==> src/rtl/vend_pkg.sv <==
// Shared types and default constants for the vending-machine controller.
package vend_pkg;

  typedef enum logic [1:0] {
    IDLE   = 2'd0,
    BROWSE = 2'd1,
    VEND   = 2'd2,
    CHANGE = 2'd3
  } state_e;

  localparam int DEF_NUM_ITEMS = 5;
  localparam int DEF_CREDIT_W  = 7;

  // Item 0 (price 8) and coin 0 (value 20) sit in the LSBs.
  localparam logic [DEF_NUM_ITEMS*DEF_CREDIT_W-1:0] DEF_PRICES =
    {7'd7, 7'd5, 7'd6, 7'd10, 7'd8};
  localparam logic [4*DEF_CREDIT_W-1:0] DEF_COIN_VALS =
    {7'd1, 7'd5, 7'd10, 7'd20};

  localparam int BTN_L   = 0;
  localparam int BTN_R   = 1;
  localparam int BTN_C   = 2;
  localparam int BTN_REF = 3;

  function automatic int clog2(input int value);
    int result;
    result = 0;
    for (int p = 1; p < value; p = p * 2) begin
      result = result + 1;
    end
    return (result < 1) ? 1 : result;
  endfunction

endpackage

==> src/rtl/edge_pulse.sv <==
// Registered rising-edge detector: pulse_o is high for one cycle, one cycle after din_i rises.
module edge_pulse #(
  parameter int WIDTH = 4
) (
  input  logic             clk,
  input  logic             rst,
  input  logic [WIDTH-1:0] din_i,
  output logic [WIDTH-1:0] pulse_o
);

  logic [WIDTH-1:0] prev_q;
  logic [WIDTH-1:0] pulse_q;

  always_ff @(posedge clk) begin
    if (!rst) begin
      prev_q  <= '0;
      pulse_q <= '0;
    end else begin
      prev_q  <= din_i;
      pulse_q <= din_i & ~prev_q;
    end
  end

  assign pulse_o = pulse_q;

endmodule

==> src/rtl/vend_ctrl_n.sv <==
// Vending-machine controller: coin credit, product browse, vend and change handshakes,
// idle auto-refund. Panel and coin inputs are edge-detected before use.
module vend_ctrl_n
  import vend_pkg::*;
#(
  parameter int NUM_ITEMS   = DEF_NUM_ITEMS,
  parameter int CREDIT_W    = DEF_CREDIT_W,
  parameter int MAX_CREDIT  = 99,
  parameter logic [NUM_ITEMS*CREDIT_W-1:0] PRICES    = DEF_PRICES,
  parameter logic [4*CREDIT_W-1:0]         COIN_VALS = DEF_COIN_VALS,
  parameter int TIMEOUT_CYC = 50_000_000,
  localparam int SEL_W = clog2(NUM_ITEMS)
) (
  input  logic                 clk,
  input  logic                 rst,
  input  logic [3:0]           coin,
  input  logic                 btn_l,
  input  logic                 btn_r,
  input  logic                 btn_c,
  input  logic                 btn_refund,
  input  logic                 vend_ready,
  input  logic                 change_ready,
  output logic [CREDIT_W-1:0]  credit,
  output logic [SEL_W-1:0]     sel_idx,
  output logic [CREDIT_W-1:0]  sel_price,
  output logic [NUM_ITEMS-1:0] affordable,
  output logic                 vend_valid,
  output logic [SEL_W-1:0]     vend_idx,
  output logic                 change_valid,
  output logic [CREDIT_W-1:0]  change_amt,
  output logic                 coin_reject,
  output logic                 deny
);

  localparam int TMO_W = clog2(TIMEOUT_CYC + 1);
  localparam logic [TMO_W-1:0] TMO_LAST = TMO_W'((TIMEOUT_CYC == 0) ? 0 : TIMEOUT_CYC - 1);
  localparam logic [SEL_W-1:0] SEL_LAST = SEL_W'(NUM_ITEMS - 1);

  state_e               state_q, state_d;
  logic [CREDIT_W-1:0]  credit_q, credit_d;
  logic [SEL_W-1:0]     sel_q, sel_d;
  logic [SEL_W-1:0]     vend_idx_q, vend_idx_d;
  logic                 vend_valid_q, vend_valid_d;
  logic                 change_valid_q, change_valid_d;
  logic [CREDIT_W-1:0]  change_amt_q, change_amt_d;
  logic                 coin_reject_q, coin_reject_d;
  logic                 deny_q, deny_d;
  logic [TMO_W-1:0]     tmo_q, tmo_d;

  logic [3:0]           coin_edge_s;
  logic [3:0]           btn_edge_s;
  logic [CREDIT_W-1:0]  coin_val_s;
  logic [CREDIT_W:0]    coin_sum_s;
  logic                 coin_ok_s;
  logic                 coin_take_s;
  logic                 tmo_hit_s;
  logic [CREDIT_W-1:0]  vend_price_s;
  logic [CREDIT_W-1:0]  rem_s;

  function automatic logic [CREDIT_W-1:0] price_of(input logic [SEL_W-1:0] idx);
    logic [CREDIT_W-1:0] p;
    p = '0;
    for (int i = 0; i < NUM_ITEMS; i++) begin
      p = (idx == SEL_W'(i)) ? PRICES[i*CREDIT_W +: CREDIT_W] : p;
    end
    return p;
  endfunction

  edge_pulse #(.WIDTH(4)) u_coin_edge (
    .clk     (clk),
    .rst     (rst),
    .din_i   (coin),
    .pulse_o (coin_edge_s)
  );

  edge_pulse #(.WIDTH(4)) u_btn_edge (
    .clk     (clk),
    .rst     (rst),
    .din_i   ({btn_refund, btn_c, btn_r, btn_l}),
    .pulse_o (btn_edge_s)
  );

  always_comb begin
    coin_val_s = '0;
    for (int i = 0; i < 4; i++) begin
      coin_val_s = coin_val_s | (coin_edge_s[i] ? COIN_VALS[i*CREDIT_W +: CREDIT_W] : '0);
    end
    coin_sum_s   = {1'b0, credit_q} + {1'b0, coin_val_s};
    // Exactly one coin edge this cycle and the result fits under the ceiling.
    coin_ok_s    = (coin_edge_s != 4'd0) && ((coin_edge_s & (coin_edge_s - 4'd1)) == 4'd0) &&
                   (coin_sum_s <= (CREDIT_W+1)'(MAX_CREDIT));
    tmo_hit_s    = (TIMEOUT_CYC != 0) && (state_q == BROWSE) && (tmo_q == TMO_LAST);
    vend_price_s = price_of(vend_idx_q);
    rem_s        = (credit_q >= vend_price_s) ? credit_q - vend_price_s : '0;
    sel_price    = price_of(sel_q);
    for (int i = 0; i < NUM_ITEMS; i++) begin
      affordable[i] = credit_q >= PRICES[i*CREDIT_W +: CREDIT_W];
    end
  end

  always_comb begin
    state_d        = state_q;
    credit_d       = credit_q;
    sel_d          = sel_q;
    vend_idx_d     = vend_idx_q;
    vend_valid_d   = vend_valid_q;
    change_valid_d = change_valid_q;
    change_amt_d   = change_amt_q;
    coin_reject_d  = 1'b0;
    deny_d         = 1'b0;
    coin_take_s    = 1'b0;
    tmo_d          = (state_q == BROWSE) ? tmo_q + TMO_W'(1) : '0;

    case (state_q)
      IDLE, BROWSE: begin
        if (btn_edge_s[BTN_L] && !btn_edge_s[BTN_R]) begin
          sel_d = (sel_q == '0) ? SEL_LAST : sel_q - SEL_W'(1);
        end else if (btn_edge_s[BTN_R] && !btn_edge_s[BTN_L]) begin
          sel_d = (sel_q == SEL_LAST) ? '0 : sel_q + SEL_W'(1);
        end else begin
          sel_d = sel_q;
        end

        // Leaving BROWSE this cycle: coins arriving alongside are refused.
        if ((state_q == BROWSE) && (btn_edge_s[BTN_REF] || tmo_hit_s)) begin
          state_d        = CHANGE;
          change_valid_d = 1'b1;
          change_amt_d   = credit_q;
          coin_reject_d  = |coin_edge_s;
        end else if ((state_q == BROWSE) && btn_edge_s[BTN_C] && (credit_q >= sel_price)) begin
          state_d       = VEND;
          vend_valid_d  = 1'b1;
          vend_idx_d    = sel_q;
          coin_reject_d = |coin_edge_s;
        end else begin
          deny_d = btn_edge_s[BTN_C];
          if (coin_ok_s) begin
            credit_d    = coin_sum_s[CREDIT_W-1:0];
            state_d     = BROWSE;
            coin_take_s = 1'b1;
          end else begin
            coin_reject_d = |coin_edge_s;
          end
        end
      end
      VEND: begin
        coin_reject_d = |coin_edge_s;
        if (vend_valid_q && vend_ready) begin
          credit_d     = rem_s;
          vend_valid_d = 1'b0;
          state_d      = (rem_s != '0) ? BROWSE : IDLE;
        end else begin
          state_d = VEND;
        end
      end
      CHANGE: begin
        coin_reject_d = |coin_edge_s;
        if (change_valid_q && change_ready) begin
          credit_d       = '0;
          change_valid_d = 1'b0;
          change_amt_d   = '0;
          state_d        = IDLE;
        end else begin
          state_d = CHANGE;
        end
      end
      default: begin
        state_d = IDLE;
      end
    endcase

    if (coin_take_s || (btn_edge_s != 4'd0) || ((state_d == BROWSE) && (state_q != BROWSE))) begin
      tmo_d = '0;
    end else begin
      tmo_d = tmo_d;
    end
  end

  always_ff @(posedge clk) begin
    if (!rst) begin
      state_q        <= IDLE;
      credit_q       <= '0;
      sel_q          <= '0;
      vend_idx_q     <= '0;
      vend_valid_q   <= 1'b0;
      change_valid_q <= 1'b0;
      change_amt_q   <= '0;
      coin_reject_q  <= 1'b0;
      deny_q         <= 1'b0;
      tmo_q          <= '0;
    end else begin
      state_q        <= state_d;
      credit_q       <= credit_d;
      sel_q          <= sel_d;
      vend_idx_q     <= vend_idx_d;
      vend_valid_q   <= vend_valid_d;
      change_valid_q <= change_valid_d;
      change_amt_q   <= change_amt_d;
      coin_reject_q  <= coin_reject_d;
      deny_q         <= deny_d;
      tmo_q          <= tmo_d;
    end
  end

  assign credit       = credit_q;
  assign sel_idx      = sel_q;
  assign vend_valid   = vend_valid_q;
  assign vend_idx     = vend_idx_q;
  assign change_valid = change_valid_q;
  assign change_amt   = change_amt_q;
  assign coin_reject  = coin_reject_q;
  assign deny         = deny_q;

endmodule

==> config.mk <==
export PLATFORM = sky130hd
export DESIGN_NAME = vend_ctrl_n
export DESIGN_NICKNAME = d
export VERILOG_FILES = /design/src/rtl/vend_pkg.sv /design/src/rtl/edge_pulse.sv /design/src/rtl/vend_ctrl_n.sv
export SDC_FILE = /design/constraint.sdc
export NUM_CORES = 1
export LEC_CHECK = 0
export CORE_UTILIZATION = 50
export CTS_BUF_LIST = sky130_fd_sc_hd__clkbuf_8
export DETAILED_ROUTE_END_ITERATION = 16
export PLACE_DENSITY = 0.73
export SLEW_MARGIN = 25
export SYNTH_ARGS = -nofsm -noshare
export SYNTH_HDL_FRONTEND = slang
export SYNTH_SLANG_ARGS = --single-unit
==> constraint.sdc <==
create_clock -name clk -period 5.5 [get_ports clk]
set_input_delay 0.825 -clock clk [delete_from_list [all_inputs] [get_ports clk]]
set_output_delay 0.825 -clock clk [all_outputs]
set_load 0.05 [all_outputs]
==> reports/metrics.csv <==
metric,value,unit
clock-pin slew of the registers on the worst-case setup and hold paths,80,ps
Hold/Removal Path Class,register to register,
peak supply drop,0.2903,mV
Synth top area share,0.3638,
Most used DFF post-synth,dfxtp_1,
power density over the cells,359.6,nW/um^2
Setup CP Type,register to register,
Reg power frac,0.358,
std cell rows,31,
Die Area,7835,um^2
sw frac,0.3859,
FMAX,301.4,MHz
Synth async-reset ratio,0,
vias per std cell,5.536,
antenna cell count,0,
CTS hold repair buffers,0,
P_sw,614.5,uW
worst-path fanout max,26,
cell count after synthesis,438,
hold depth,1,
Post-DRT Antenna Nets,0,
crit share post-route,0.6033,
setup bufs post-CTS,0,
HPWL after detailed placement,6.434,mm
top post-synthesis cells by area,"dfxtp_1 (36%), ha_1 (7.4%), nor2_1 (5.8%)",
Clock Latency Late Sink,350,ps
vias in the first global route,3050,
cell taking the most area after synthesis,dfxtp_1,
unrepaired setup endpoints after global routing,no,
synthesized area,3742,um^2
Max Cap Viol,0,
CTS tree,built,
largest net degree at the start of global routing,27,
Post-synth EDFFs,0,
first drt pass iteration count,6,
critical path launch point type,register,
Yosys warnings,0,
Final Hold Fails,0,
DRC violations left,0,
clock sinks,68,
min Tclk post-route,3318,ps
slew at the pin closest to its max-slew limit,788.8,ps
Total GRT Usage,0.2448,
number of nets in the layout,515,
Die Ht,88.52,um
"commonest non-fill, non-tap cells in the layout","dfxtp_1 (68), nor2_1 (58), clkdlybuf4s50_1 (44)",
final setup TNS,0,ps
Max clock buf depth,2,
Initial DRC Count,181,
CTS Buf Count,9,
Placed Cells,567,
P_int,977.8,uW
P_leak,1.633,nW
Worst R2R Setup Slack,2180,ps
clock share of power,0.288,
status,completed,
Avg Inst Size Synth,8.544,um^2
Fin Hold WS,384.0,ps
most common library cell in the layout ignoring fill and taps,dfxtp_1,
synth-to-layout area growth,18.32,%
fin cells,582,
Logic pwr share,0.354,
total power,1.592,mW
share of cells above drive strength 1,0.08282,
"Seq/Total Area, Yosys",0.3638,
Fill cells,655,
CTS Root Cell,clkbuf_8,
r2r worst-path depth,11,
grt ovf,0,
skew final,11.54,ps
I/O Pins,48,
Die Width,88.52,um
first-pass GRT wire length,14.69,mm
slew margin rel.,0.4725,
Final GP Congestion,0.9150,
routed length per instance,15.42,um
Resize count post-CTS,0,
CP endpoint kind,register,
Core ar.,7253,um^2
H-tree Lvls,3,
Final setup viols,0,
count of pins over their slew limit,0,
initial antenna violation count,0,
Cell variety after synth,67,
IO Port Bufs,44,
Initial Util,0.5160,
register bit total from synthesis,68,
critical path data required time,5700,ps
Worst EP arrival,3520,ps
Routed WL,8.976,mm
total number of vias,3222,
[kinds of logic after synthesis]
group                      share of synthesized area
buffers and inverters                        0.04748
xor gates and xnor gates                     0.08191
DFF                                           0.3638
AOI/OAI and AO/OA                             0.1749
other                                       0.001002
and+or+nand+nor                               0.2330
adders and majority gates                    0.08425
muxes                                        0.01371
[cells in the mapped netlist, drive strengths merged, types with 6 or more instances]
library cell,instances
nand3,28
o21ai,11
a211oi,9
and2,10
nor2,58
a21oi,25
dfxtp,68
inv,20
ha,22
xnor2,14
xor2,21
nor2b,10
nand2,42
and3,6
buf,11
a21o,8
[registers in the layout, summed over array words and instances (netlist names)]
| name | count |
|---|---|
| tmo_q | 26 |
| credit | 7 |
| u_btn_edge.prev_q | 4 |
| state_q | 2 |
| coin_reject | 1 |
| sel_idx | 3 |
| vend_valid | 1 |
| vend_idx | 3 |
| u_coin_edge.pulse_o | 4 |
| change_valid | 1 |
| u_btn_edge.pulse_o | 4 |
| u_coin_edge.prev_q | 4 |
| change_amt | 7 |
| deny | 1 |
[worst max-delay path, cell delays in order, from the launching register on]
cell and delay, ps:
dfxtp_1 500, inv_1 100, ha_1 220, o31ai_1 330, inv_1 80, ha_1 300
a21o_1 170, a21o_1 200, a211oi_4 340, o221ai_2 210, o21ai_4 580, nor2_1 150
[power groups by stage]
stage | combinational, mW | clock [mW] | sequential, mW
5_1_grt | 0.604 | 0.477 | 0.574
4_1_cts | 0.561 | 0.457 | 0.568
6_report | 0.564 | 0.459 | 0.570
3_3_place_gp | 0.545 | 0 | 0.579
2_1_floorplan | 0.382 | 0 | 0.607
3_5_place_dp | 0.555 | 0 | 0.580
[stage by stage]
stage | setup slack, ps | utilization | cell area (um^2)
finish | 2182 | 0.6105 | 4428
global route | 1998 | 0.6105 | 4428
CTS | 2170 | 0.6105 | 4428
detailed placement | 2225 | 0.5812 | 4215
global placement | 2360 | 0.5812 | 4215
floorplan | 1197 | - | 3750
[routing by layer]
| metal | GRT usage | routed length (um) | up-vias |
|---|---|---|---|
| met3 | 0.06343 | 561 | 18 |
| met2 | 0.3874 | 4006 | 113 |
| li1 | - | - | 1594 |
| met4 | 0.09531 | 194 | 0 |
| met5 | 0 | 0 | - |
| met1 | 0.3202 | 4213 | 1497 |
[final timing paths]
| path | start | to |
|---|---|---|
| hold / removal | u_btn_edge.prev_q[1] | u_btn_edge.pulse_o[1] |
| setup reg to reg | sel_idx[2] | tmo_q[14] |
| setup / recovery | sel_idx[2] | tmo_q[14] |
| hold reg to reg | u_btn_edge.prev_q[1] | u_btn_edge.pulse_o[1] |
[cell type report]
type	count	area (um^2)	share of cell area
Sequential cell	68	1361	0.3074
Inverter	21	78.83	0.01780
Timing Repair Buffer	44	440.4	0.09946
Multi-Input combinational cell	335	2211	0.4993
Tap cell	99	123.9	0.02797
Clock buffer	9	123.9	0.02797
Clock inverter	6	88.84	0.02006
Power figures use the tool's default switching activity.
